$ cat src/rtl/mips_generic_definitions_pkg.sv
// Shared MIPS core definitions: instruction ROM geometry plus the fetch-sequencer
// state encoding and program-counter constants.
package MIPS_Generic_Definitions;

    localparam int Instruction_Width          = 32;
    localparam int Instruction_Mem_Addr_Width = 5;
    localparam int Instruction_Mem_Depth      = 32;

    localparam int                    PC_Width       = 32;
    localparam logic [PC_Width-1:0]   Fetch_Reset_PC = 32'h0000_0000;

    typedef enum logic [1:0] {
        FETCH_IDLE,
        FETCH_RUN,
        FETCH_FAULT
    } fetch_state_e;

endpackage

$ cat src/rtl/mips_ifid_stage.sv
// IF/ID pipeline register: holds one fetched instruction and its PC, with a
// load strobe from the fetch sequencer and a flush that drops the valid bit.
module mips_ifid_stage
    import MIPS_Generic_Definitions::*;
#(
    parameter int INSTR_W  = Instruction_Width,
    parameter int PC_WIDTH = PC_Width
) (
    input  logic                clk,
    input  logic                rst_n,
    input  logic                flush,
    input  logic                load,
    input  logic [INSTR_W-1:0]  load_instr,
    input  logic [PC_WIDTH-1:0] load_pc,
    output logic                valid,
    output logic [INSTR_W-1:0]  instr,
    output logic [PC_WIDTH-1:0] pc
);

    logic                valid_d, valid_q;
    logic [INSTR_W-1:0]  instr_d, instr_q;
    logic [PC_WIDTH-1:0] pc_d,    pc_q;

    // Flush only clears valid; the stale payload is harmless once invalid.
    always_comb begin
        // NOTE: every always_comb output gets a default first so no latch is inferred.
        valid_d = valid_q;
        instr_d = instr_q;
        pc_d    = pc_q;
        if (flush) begin
            valid_d = 1'b0;
        end else if (load) begin
            valid_d = 1'b1;
            instr_d = load_instr;
            pc_d    = load_pc;
        end
    end

    always_ff @(posedge clk or negedge rst_n) begin
        // NOTE: sequential state uses non-blocking assignments only.
        if (!rst_n) begin
            valid_q <= 1'b0;
            instr_q <= '0;
            pc_q    <= '0;
        end else begin
            valid_q <= valid_d;
            instr_q <= instr_d;
            pc_q    <= pc_d;
        end
    end

    assign valid = valid_q;
    assign instr = instr_q;
    assign pc    = pc_q;

endmodule

$ cat src/rtl/mips_fetch_controller.sv
// Instruction-fetch sequencer: owns the PC, addresses the combinational ROM,
// feeds the IF/ID register, applies redirects and traps out-of-range fetches.
module mips_fetch_controller
    import MIPS_Generic_Definitions::*;
#(
    parameter int                  PC_WIDTH = PC_Width,
    parameter logic [PC_WIDTH-1:0] RESET_PC = Fetch_Reset_PC,
    parameter int                  ADDR_W   = Instruction_Mem_Addr_Width,
    parameter int                  INSTR_W  = Instruction_Width,
    parameter int                  DEPTH    = Instruction_Mem_Depth
) (
    input  logic                clk,
    input  logic                rst_n,
    input  logic                start,
    input  logic                halt,
    output logic [ADDR_W-1:0]   rom_addr,
    input  logic [INSTR_W-1:0]  rom_data,
    input  logic                redirect_valid,
    input  logic [PC_WIDTH-1:0] redirect_pc,
    output logic                if_valid,
    input  logic                if_ready,
    output logic [INSTR_W-1:0]  if_instr,
    output logic [PC_WIDTH-1:0] if_pc,
    output logic                fault,
    output logic [PC_WIDTH-1:0] fault_pc,
    output logic [31:0]         fetch_count
);

    fetch_state_e        state_d, state_q;
    logic [PC_WIDTH-1:0] pc_d, pc_q;
    logic                fault_d, fault_q;
    logic [PC_WIDTH-1:0] fault_pc_d, fault_pc_q;
    logic [31:0]         fetch_count_d, fetch_count_q;

    logic stage_flush;
    logic stage_load;
    logic advance;
    logic accept;
    logic pc_out_of_range;

    assign rom_addr = pc_q[ADDR_W+1:2];

    // Either the word index is past the ROM or high PC bits address beyond it.
    assign pc_out_of_range =
        (pc_q[PC_WIDTH-1:ADDR_W+2] != '0) ||
        ({{(PC_WIDTH-ADDR_W){1'b0}}, pc_q[ADDR_W+1:2]} >= PC_WIDTH'(DEPTH));

    assign advance = !if_valid || if_ready;
    assign accept  = if_valid && if_ready && !redirect_valid && !halt;

    always_comb begin
        state_d       = state_q;
        pc_d          = pc_q;
        fault_d       = fault_q;
        fault_pc_d    = fault_pc_q;
        fetch_count_d = accept ? fetch_count_q + 32'd1 : fetch_count_q;
        stage_flush   = 1'b0;
        stage_load    = 1'b0;

        case (state_q)
            FETCH_IDLE: begin
                stage_flush = 1'b1;
                if (!halt && start) begin
                    state_d = FETCH_RUN;
                    pc_d    = RESET_PC;
                end
            end

            FETCH_RUN: begin
                if (halt) begin
                    state_d     = FETCH_IDLE;
                    stage_flush = 1'b1;
                end else if (redirect_valid) begin
                    // The wrong-path instruction is dropped even if decode takes it now.
                    stage_flush = 1'b1;
                    if (redirect_pc[1:0] != 2'b00) begin
                        state_d    = FETCH_FAULT;
                        fault_d    = 1'b1;
                        fault_pc_d = redirect_pc;
                    end else begin
                        pc_d = redirect_pc;
                    end
                end else if (pc_out_of_range) begin
                    state_d     = FETCH_FAULT;
                    fault_d     = 1'b1;
                    fault_pc_d  = pc_q;
                    stage_flush = 1'b1;
                end else if (advance) begin
                    stage_load = 1'b1;
                    pc_d       = pc_q + PC_WIDTH'(4);
                end
            end

            FETCH_FAULT: begin
                stage_flush = 1'b1;
                if (halt) begin
                    state_d = FETCH_IDLE;
                    fault_d = 1'b0;
                end
            end

            default: begin
                state_d     = FETCH_IDLE;
                stage_flush = 1'b1;
            end
        endcase
    end

    always_ff @(posedge clk or negedge rst_n) begin
        if (!rst_n) begin
            state_q       <= FETCH_IDLE;
            pc_q          <= RESET_PC;
            fault_q       <= 1'b0;
            fault_pc_q    <= '0;
            fetch_count_q <= '0;
        end else begin
            state_q       <= state_d;
            pc_q          <= pc_d;
            fault_q       <= fault_d;
            fault_pc_q    <= fault_pc_d;
            fetch_count_q <= fetch_count_d;
        end
    end

    mips_ifid_stage #(
        .INSTR_W  (INSTR_W),
        .PC_WIDTH (PC_WIDTH)
    ) u_ifid (
        .clk        (clk),
        .rst_n      (rst_n),
        .flush      (stage_flush),
        .load       (stage_load),
        .load_instr (rom_data),
        .load_pc    (pc_q),
        .valid      (if_valid),
        .instr      (if_instr),
        .pc         (if_pc)
    );

    assign fault       = fault_q;
    assign fault_pc    = fault_pc_q;
    assign fetch_count = fetch_count_q;

endmodule

$ cat config.mk
export PLATFORM = sky130hd
export DESIGN_NAME = mips_fetch_controller
export DESIGN_NICKNAME = d
export VERILOG_FILES = /design/src/rtl/mips_generic_definitions_pkg.sv /design/src/rtl/mips_ifid_stage.sv /design/src/rtl/mips_fetch_controller.sv
export SDC_FILE = /design/constraint.sdc
export NUM_CORES = 1
export LEC_CHECK = 0
export CORE_MARGIN = 3
export CORE_UTILIZATION = 49
export CTS_BUF_LIST = sky130_fd_sc_hd__clkbuf_2
export DETAILED_ROUTE_END_ITERATION = 6
export PLACE_DENSITY = 0.81
export SLEW_MARGIN = 10
export SYNTH_ARGS = -nofsm -noshare
export SYNTH_HDL_FRONTEND = slang
export SYNTH_HIERARCHICAL = 1
export SYNTH_SLANG_ARGS = --single-unit
export TNS_END_PERCENT = 1
$ cat constraint.sdc
create_clock -name clk -period 3 [get_ports clk]
set_clock_uncertainty 0.05 [all_clocks]
set_input_delay 0.6 -clock clk [delete_from_list [all_inputs] [get_ports clk]]
set_output_delay 0.6 -clock clk [all_outputs]
set_load 0.01 [all_outputs]
# Word-level counts from Yosys, hierarchy flattened
# Index checks and enable logic that the tools add are counted.
[totals]
out_inout_bits = 135
in_bits = 70
ff_bits = 164
wordCells = 79
[classes]
n_mux = 34
bitwise_logic = 2
n_reduce_logical = 20
n_addsub = 2
n_eq_ne = 13
[op_table]
columns = ["op", "n"]
rows = [
  ["two-way mux 32 bit", 9],
  ["case mux 32 bit (2 select lines)", 1],
  ["adder 32 x 1 -> 32 bit (second input constant)", 1],
  ["adder 32 x 3 -> 32 bit (second input constant)", 1],
  ["nonzero test 25 bit", 1],
  ["two-way mux 1 bit", 16],
  ["!= test 3 bit (second input constant)", 5],
  ["two-way mux 2 bit", 6],
  ["nonzero test 2 bit", 5],
  ["!= test 4 bit (second input constant)", 2],
  ["AND reduction 4 bit", 2],
  ["!= test 2 bit (second input constant)", 3],
  ["case mux 2 bit (3 select lines)", 1],
  ["AND reduction 6 bit", 1],
  ["AND reduction 5 bit", 1],
  ["logical AND 1 bit", 4],
  ["logical NOT 1 bit", 3],
  ["equality test 2 x 1 -> 1 bit (second input constant)", 1],
  ["equality test 2 bit (second input constant)", 1],
  ["logical NOT 2 bit", 1],
  ["!= test 2 x 1 -> 1 bit (second input constant)", 1],
  ["inverter 1 bit", 2],
  ["case mux 1 bit (2 select lines)", 1],
  ["AND reduction 2 bit", 1],
  ["logical OR 1 bit", 1],
]

# Depth between registers and ports, before layout
# Gate-level depths: netlist of the first run.
[depth]
ltp_word = 9
depth_mapped = 10
ltp_nobuf = 7

# Hierarchy
# Netlist of the first run, hierarchy kept.
[by_module_without_submodules]
columns = ["module", "cells_per_inst", "seq_area_each_um2", "instances", "area_per_inst_um2"]
rows = [
  ["mips_fetch_controller", 477, 2477.4, 1, 4912.2],
  ["mips_ifid_stage", 139, 1626.6, 1, 2733.9],
]

# Least setup slack after synthesis of the first run
# No wires, ideal clock.
[synth_path]
kind = "input to register"
startpoint = "input port redirect_valid"
endpoint = "register u_ifid.instr_q[0] (netlist: u_ifid/instr[0])"
setup_ns = 0.125
required_ns = 2.825
n_path_buf = 5
slack_ns = 0.287
t_arrival_ns = 2.538
cell_stages = 9
cell_sequence = "clkbuf_1 buf_2 buf_1 nand3b_1 a21oi_1 nor2b_4 buf_12 buf_12 mux2_4"
[synth_between]
elab_chain_len = 5
word_cells_on_any_way = 8
classes_between = "mux: 6; bitwise: 1; reduce/logical: 1"
[synth_rtl]
columns = ["element", "line_no", "text"]
rows = [
  ["start, declared", "mips_fetch_controller.sv:18", "input logic redirect_valid,"],
  ["two-way mux 1 bit", "mips_fetch_controller.sv:73", "end else if (redirect_valid) begin"],
  ["two-way mux 1 bit", "mips_fetch_controller.sv:70", "if (halt) begin"],
  ["two-way mux 1 bit", "mips_fetch_controller.sv:60", "case (state_q)"],
  ["net stage_flush", "mips_fetch_controller.sv:35", "logic stage_flush;"],
  ["inverter 1 bit (no source line)", "n/a", ""],
  ["AND reduction 2 bit (no source line)", "n/a", ""],
  ["end signal, assigned", "mips_ifid_stage.sv:47", "instr_q <= instr_d;"],
  ["end, declared", "mips_ifid_stage.sv:21", "logic [INSTR_W-1:0] instr_d, instr_q;"],
]
# The timed path passes the listed nets, and every way through them passes these cells.
# A chain may end at the register's enable or synchronous reset.

# Worst setup path after layout of the first run
[layout_path]
startpoint = "register pc_q[24]"
endpoint = "register u_ifid.pc_q[5] (netlist: u_ifid/pc[5])"
[layout_between]
elab_chain_len = 7
word_cells_on_any_way = 11
classes_between = "mux: 8; bitwise: 1; reduce/logical: 2"
[layout_rtl]
columns = ["element", "line_no", "text"]
rows = [
  ["start, declared", "mips_fetch_controller.sv:30", "logic [PC_WIDTH-1:0] pc_d, pc_q;"],
  ["start signal, assigned", "mips_fetch_controller.sv:118", "pc_q <= pc_d;"],
  ["nonzero test 25 bit", "mips_fetch_controller.sv:45", "(pc_q[PC_WIDTH-1:ADDR_W+2] != '0) ||"],
  ["two-way mux 1 bit", "mips_fetch_controller.sv:83", "end else if (pc_out_of_range) begin"],
  ["two-way mux 1 bit", "mips_fetch_controller.sv:73", ""],
  ["two-way mux 1 bit", "mips_fetch_controller.sv:70", ""],
  ["two-way mux 1 bit", "mips_fetch_controller.sv:60", ""],
  ["net stage_flush", "mips_fetch_controller.sv:35", ""],
  ["inverter 1 bit (no source line)", "n/a", ""],
  ["AND reduction 2 bit (no source line)", "n/a", ""],
  ["end signal, assigned", "mips_ifid_stage.sv:48", "pc_q <= pc_d;"],
  ["end, declared", "mips_ifid_stage.sv:22", "logic [PC_WIDTH-1:0] pc_d, pc_q;"],
]
# The timed path passes the listed nets, and every way through them passes these cells.

==> qor.yml, run 1 <==
routabilityCongestion: 0.840
nFillCells: 1149
antenna_left: 0
register_area_um2: 4100
numCtsBuffers: 17
syn_area_um2: 7650
dp.cells: 1011
htree_num_levels: 4
hold_violations: 0
core_um2: 15300
path_cells: "nor4_1 > nand4_1 > nor2_2 > nand3b_1 > a21oi_1 > nor2b_4 > buf_4 > mux2_4"
ys.flop_type: "dfrtp_1"
dr_total_vias: 5752
area_growth_pct: 31.6
crit_path_end_kind: "register"
pwr-share-comb: 0.285
cts_setup_buffers: 0
synth.distinct_cells: 47
finalMaxSlewViolations: 0
power_density_nw_per_um2: 522
track_usage: 0.227
drt_pass1_iterations: 5
reg2reg_depth: 8
cts_root_buffer: "clkbuf_2"
synth.largest_area_cell: "dfrtp_1"
crit_slowest_cell: "dfrtp_1"
wirelength_um: 19600
yosys.area.top_type_share: 0.537
cts_tree: "yes"
io_buffers: 204
place_area_um2: 9840
initial_core_util: 0.501
drv_cap: 0
slowest_delay_ns: 0.51
synth.most_common_cell: "dfrtp_1"
gr-total-overflow: 0
multi_input_area_um2: 3240
layout_min_cycle_time_ns: 2.80
insertion_delay_ns: 0.73
ys_top_cells_by_count: "dfrtp_1, nand2_1, mux2_4"
critPathLaunchType: "register"
synth_area_per_cell_um2: 12.4
setup_viol: 0
swShare: 0.321
path_clk_slew_ns: 0.24
antenna_found_initial: 2
hp-class: "primary input to register"
outcome: "completed"
nets: 893
synth_edf_count: 0
critical_path_arrival_ns: 3.38
critPathRequiredTime_ns: 3.58
worst_pin_slew_ns: 1.04
internal_power_w: 0.00357
drt-initial-drc-count: 328
yosysWarnings: 6
seq_area_frac_synth: 0.537
final_area_um2: 10100
finalNonFillerCells: 1045
period_share: 0.934
async_flop_share: 1.00
fmax_ghz: 0.357
cellLeakagePower_nw: 4.56
synthTopCellsByArea: "dfrtp_1, mux2_4, mux2i_1, nand2_1, o21ai_0"
vias_per_cell: 5.50
power_switching_w: 0.00169
path_class: "register to register"
grt_pass1_vias: 5736
synthCells: 616
synth_nets: 688
grt_pass1_wl_um: 30300
max_slew_margin: 0.306
num_rows: 45
drc: 0
fin_util: 0.660
ys_ff_latch: 164
die_h_um: 131
cts_buffer_depth: 2
cts.sinks: 164
wl_per_cell_um: 18.8
p_clk_frac: 0.196
grt_max_degree: 71
drive_above_1_share: 0.148
whs_path_depth: 3
dp_hpwl_um: 13900
crit_path_max_fanout: 12
peakVddDrop_uv: 376
ioPinCount: 205
p_seq_frac: 0.519
fp.dieW_um: 131
dieArea_um2: 17100
placed cells by master (no fill, tap or decap), types with 17 or more instances in the layout:
cell type          n
and3_1            17
xnor2_1           25
nand2_1           73
a22o_1            27
dfrtp_1          164
clkbuf_2          18
mux2_4            60
mux2i_1           30
nand3_1           20
o21ai_0           49
clkdlybuf4s50_1  202
area by class of cell:
type	count	area share
antenna	2	0.000497
clock buffer	18	0.00895
clock inverter	12	0.00908
inverter	8	0.00298
multi-input combinational	407	0.322
sequential	164	0.408
tap	211	0.0262
timing repair buffer	223	0.223
final timing paths:
kind	start	to	slack, ns
worst max-delay path	pc_q[24]	u_ifid/pc[5]	0.20
worst min-delay path	redirect_valid	fault_pc[30]	0.32
worst max register to register	pc_q[24]	u_ifid/pc[5]	0.20
worst min register to register	fetch_count[31]	fetch_count[31]	0.45
max in group asynchronous	rst_n	u_ifid/instr[3]	1.71
min in group asynchronous	rst_n	fetch_count[12]	0.35
power groups by stage:
stage / registers (W) / clock network (W) / logic [W]
after floorplan: 0.00282 / 0 / 0.000554
after global placement: 0.00275 / 0 / 0.00146
after detailed placement: 0.00277 / 0 / 0.00150
after CTS: 0.00273 / 0.00107 / 0.00150
after global routing: 0.00277 / 0.00116 / 0.00163
final: 0.00273 / 0.00103 / 0.00150
per-stage QoR:
| stage | hold slack, ns | setup TNS, ns | total power [W] | worst slack, ns |
|---|---|---|---|---|
| 3_3_place_gp | 0.415 | 0 | 0.00421 | 0.249 |
| 6_report | 0.321 | 0 | 0.00526 | 0.199 |
| 5_1_grt | 0.264 | -0.508 | 0.00556 | -0.0635 |
| 4_1_cts | 0.246 | 0 | 0.00529 | 0.173 |
| 3_5_place_dp | 0.419 | 0 | 0.00426 | 0.147 |
| 2_1_floorplan | 0.254 | 0 | 0.00337 | 0.287 |
worst max-delay path, delay by kind of cell, from the launching register on:
family | cells | cell delay, ns
AND/OR/NAND/NOR | 5 | 1.30
flip-flops | 1 | 0.51
multiplexers | 1 | 0.33
buffers and inverters | 1 | 0.31
AO/OA/AOI/OAI | 1 | 0.21
cells by family (layout without fill, tap and decap cells):
group                    after synthesis  count (layout)  synth area share
buffers and inverters                 45             261            0.0421
AND/OR/NAND/NOR                      168             168             0.116
XOR/XNOR                              36              36            0.0412
other                                  0               2                 0
flip-flops                           164             164             0.537
AO/OA/AOI/OAI                        105             105            0.0952
adder cells (fa/ha/maj)                2               2           0.00327
multiplexers                          96              96             0.166
registers in the layout, summed over array words and instances (netlist names):
name,count
fetch_count,32
u_ifid/pc,32
state_q,2
u_ifid/valid,1
fault_pc,32
u_ifid/instr,32
fault,1
pc_q,32
routing by layer:
layer,vias to the layer above,track usage,part of all wire
met4,2,0.0901,0.022
li1,2623,-,-
met5,-,0,0.00046
met2,251,0.358,0.47
met3,38,0.0634,0.071
met1,2838,0.298,0.44
timing repair:
action	4_1_cts	5_1_grt
endpoints found under the setup margin	0	44
gates resized for setup	0	1
hold endpoints to repair	68	0
hold buffers	1	0
No activity file was read; power rests on OpenSTA's default activity.
==> run 2, diff against run 1 <==
--- a/config.mk
+++ b/config.mk
@@ -10,7 +10,6 @@
 export CTS_BUF_LIST = sky130_fd_sc_hd__clkbuf_2
 export DETAILED_ROUTE_END_ITERATION = 6
 export PLACE_DENSITY = 0.81
-export SLEW_MARGIN = 10
 export SYNTH_ARGS = -nofsm -noshare
 export SYNTH_HDL_FRONTEND = slang
 export SYNTH_HIERARCHICAL = 1
==> constraint.sdc (replaced) <==
create_clock -name clk -period 3 [get_ports clk]
set_clock_uncertainty 0.05 [all_clocks]
set_input_delay 0.6 -clock clk [delete_from_list [all_inputs] [get_ports clk]]
set_output_delay 0.6 -clock clk [all_outputs]
set_load 0.1 [all_outputs]
==> qor.yml, run 2 (synthesis gave the netlist of run 1 again) <==
core_um2: 15300  # unchanged
layout_min_cycle_time_ns: 2.72  # -0.0791 ns
drive_above_1_share: 0.311  # +0.163
setup_tns_ns: 0  # unchanged
dr_total_vias: 5712  # -0.70%
drc: 0  # unchanged
dieArea_um2: 17100  # unchanged
initial_core_util: 0.501  # unchanged
dp_hpwl_um: 13900  # -0.62%
critPathRequiredTime_ns: 3.56  # -0.02 ns
drv_cap: 0  # unchanged
drt_pass1_iterations: 5  # unchanged
whs_ns: 0.340  # +0.0188 ns
wirelength_um: 19600  # -0.11%
crit_path_end_kind: "register"
grt_max_degree: 69  # -2.8%
cellLeakagePower_nw: 4.83  # +5.9%
crit_path_max_fanout: 36  # +24
cts_buffer_depth: 2  # unchanged
critPathLaunchType: "register"
hp-class: "primary input to register"
max_slew_margin: 0.302  # -0.00349
path_class: "register to register"
htree_num_levels: 4  # unchanged
grt_pass1_vias: 5650  # -1.5%
path_clk_slew_ns: 0.23  # about the same
peakVddDrop_uv: 619  # +65%
insertion_delay_ns: 0.71  # -0.02 ns
num_rows: 45  # unchanged
cts.sinks: 164  # unchanged
ioPinCount: 205  # unchanged
cts_tree: "yes"
final_common_cell: "dfrtp_1"
gr-total-overflow: 0  # unchanged
area_growth_pct: 27.9
final_cell_mix: "dfrtp_1, buf_4, nand2_1"
antenna_left: 0  # unchanged
vias_per_cell: 5.48  # -0.41%
fp.dieW_um: 131  # unchanged
power_density_nw_per_um2: 710  # +36%
worst_pin_slew_ns: 1.04  # +0.00898 ns
io_buffers: 204  # unchanged
rsz0062_at_grt: "no"
drt-initial-drc-count: 332  # +1.2%
numCtsBuffers: 17  # unchanged
setup_viol: 0  # unchanged
period_share: 0.907  # -0.0264
track_usage: 0.227  # about the same
finalMaxSlewViolations: 0  # unchanged
routabilityCongestion: 0.871  # +3.7%
grt_pass1_wl_um: 30500  # +0.68%
fmax_ghz: 0.367  # +2.9%
outcome: "completed"
die_h_um: 131  # unchanged
critical_path_arrival_ns: 3.28  # -0.10 ns
antenna_found_initial: 0  # -2
hold_violations: 0  # unchanged
wl_per_cell_um: 18.8  # +0.18%
cts_root_buffer: "clkbuf_2"
nets: 893  # unchanged
[run 2: changes by cell type in the layout (fill, tap and decap cells not counted)]
cell	change
a21oi_1	-1
a21oi_2	+1
buf_4	+135
bufinv_16	+2
clkbuf_2	-1
clkdlybuf4s50_1	-135
clkinv_2	-4
clkinvlp_4	+1
diode_2	-1
nor4_1	-1
nor4_2	+1
[run 2: repair_timing]
| item | 4_1_cts | 5_1_grt |
|---|---|---|
| gates resized for setup | 0 | 8 |
| endpoints found under the setup margin | 0 | 64 |
| endpoints found under the hold margin | 65 | 0 |
| hold buffers | 1 | 0 |
| setup buffers | 0 | 0 |
[run 2: critical path, stage by stage (launching register included)]
cell	delay, ns
dfrtp_1	0.53
nor4_1	0.31
nand4_1	0.20
buf_4	0.20
o311ai_4	0.88
buf_12	0.29
nand2_1	0.08
o21ai_0	0.08
[run 2: path summary, 6_finish.rpt]
path                                  from                to  slack [ns]  depth (start not counted)
max                               pc_q[24]       fault_pc[0]        0.28                          7
min                         redirect_valid       fault_pc[3]        0.34                          3
max reg2reg                       pc_q[24]       fault_pc[0]        0.28                          7
min reg2reg                fetch_count[31]   fetch_count[31]        0.45                          1
max in group asynchronous            rst_n  u_ifid/instr[12]        1.68                          3
min in group asynchronous            rst_n  u_ifid/instr[14]        0.36                          2
[run 2: metrics by stage]
stage / instance area [µm²] / cells / total power [W] / setup WS, ns / utilization
after floorplan: 7650 / 616 / 0.00496 / 0.247 / -
after global placement: 9500 / 1011 / 0.00573 / 0.213 / 0.623
after global routing: 9770 / 1041 / 0.00724 / 0.0498 / 0.641
final: 9780 / 1042 / 0.00694 / 0.278 / 0.641
after CTS: 9740 / 1040 / 0.00696 / 0.158 / 0.638
after detailed placement: 9500 / 1011 / 0.00578 / 0.122 / 0.623
[run 2: routing by layer]
metal  wire length, µm  vias up  global-route usage
met1              8530     2844               0.308
met3              1420       36              0.0630
met2              9250      212               0.357
met5                 0        -                   0
li1                  -     2620                   -
met4               393        0              0.0720
[run 2: where the power goes]
part	leakage [nW]	internal (W)	switching (W)
Sequential	2.25	0.00249	0.000247
Combinational	2.45	0.000716	0.00230
Clock	0.131	0.000440	0.000743
Total	4.83	0.00364	0.00329
[run 2: layout make-up]
class                           instances  area (µm²)
Sequential cell                       164        4100
Tap cell                              211         264
Antenna cell                            1        2.50
Multi-Input combinational cell        407        3250
Inverter                                8        30.0
Timing Repair Buffer                  223        1900
Fill cell                            1186        5480
Clock buffer                           17        85.1
Clock inverter                         11         139
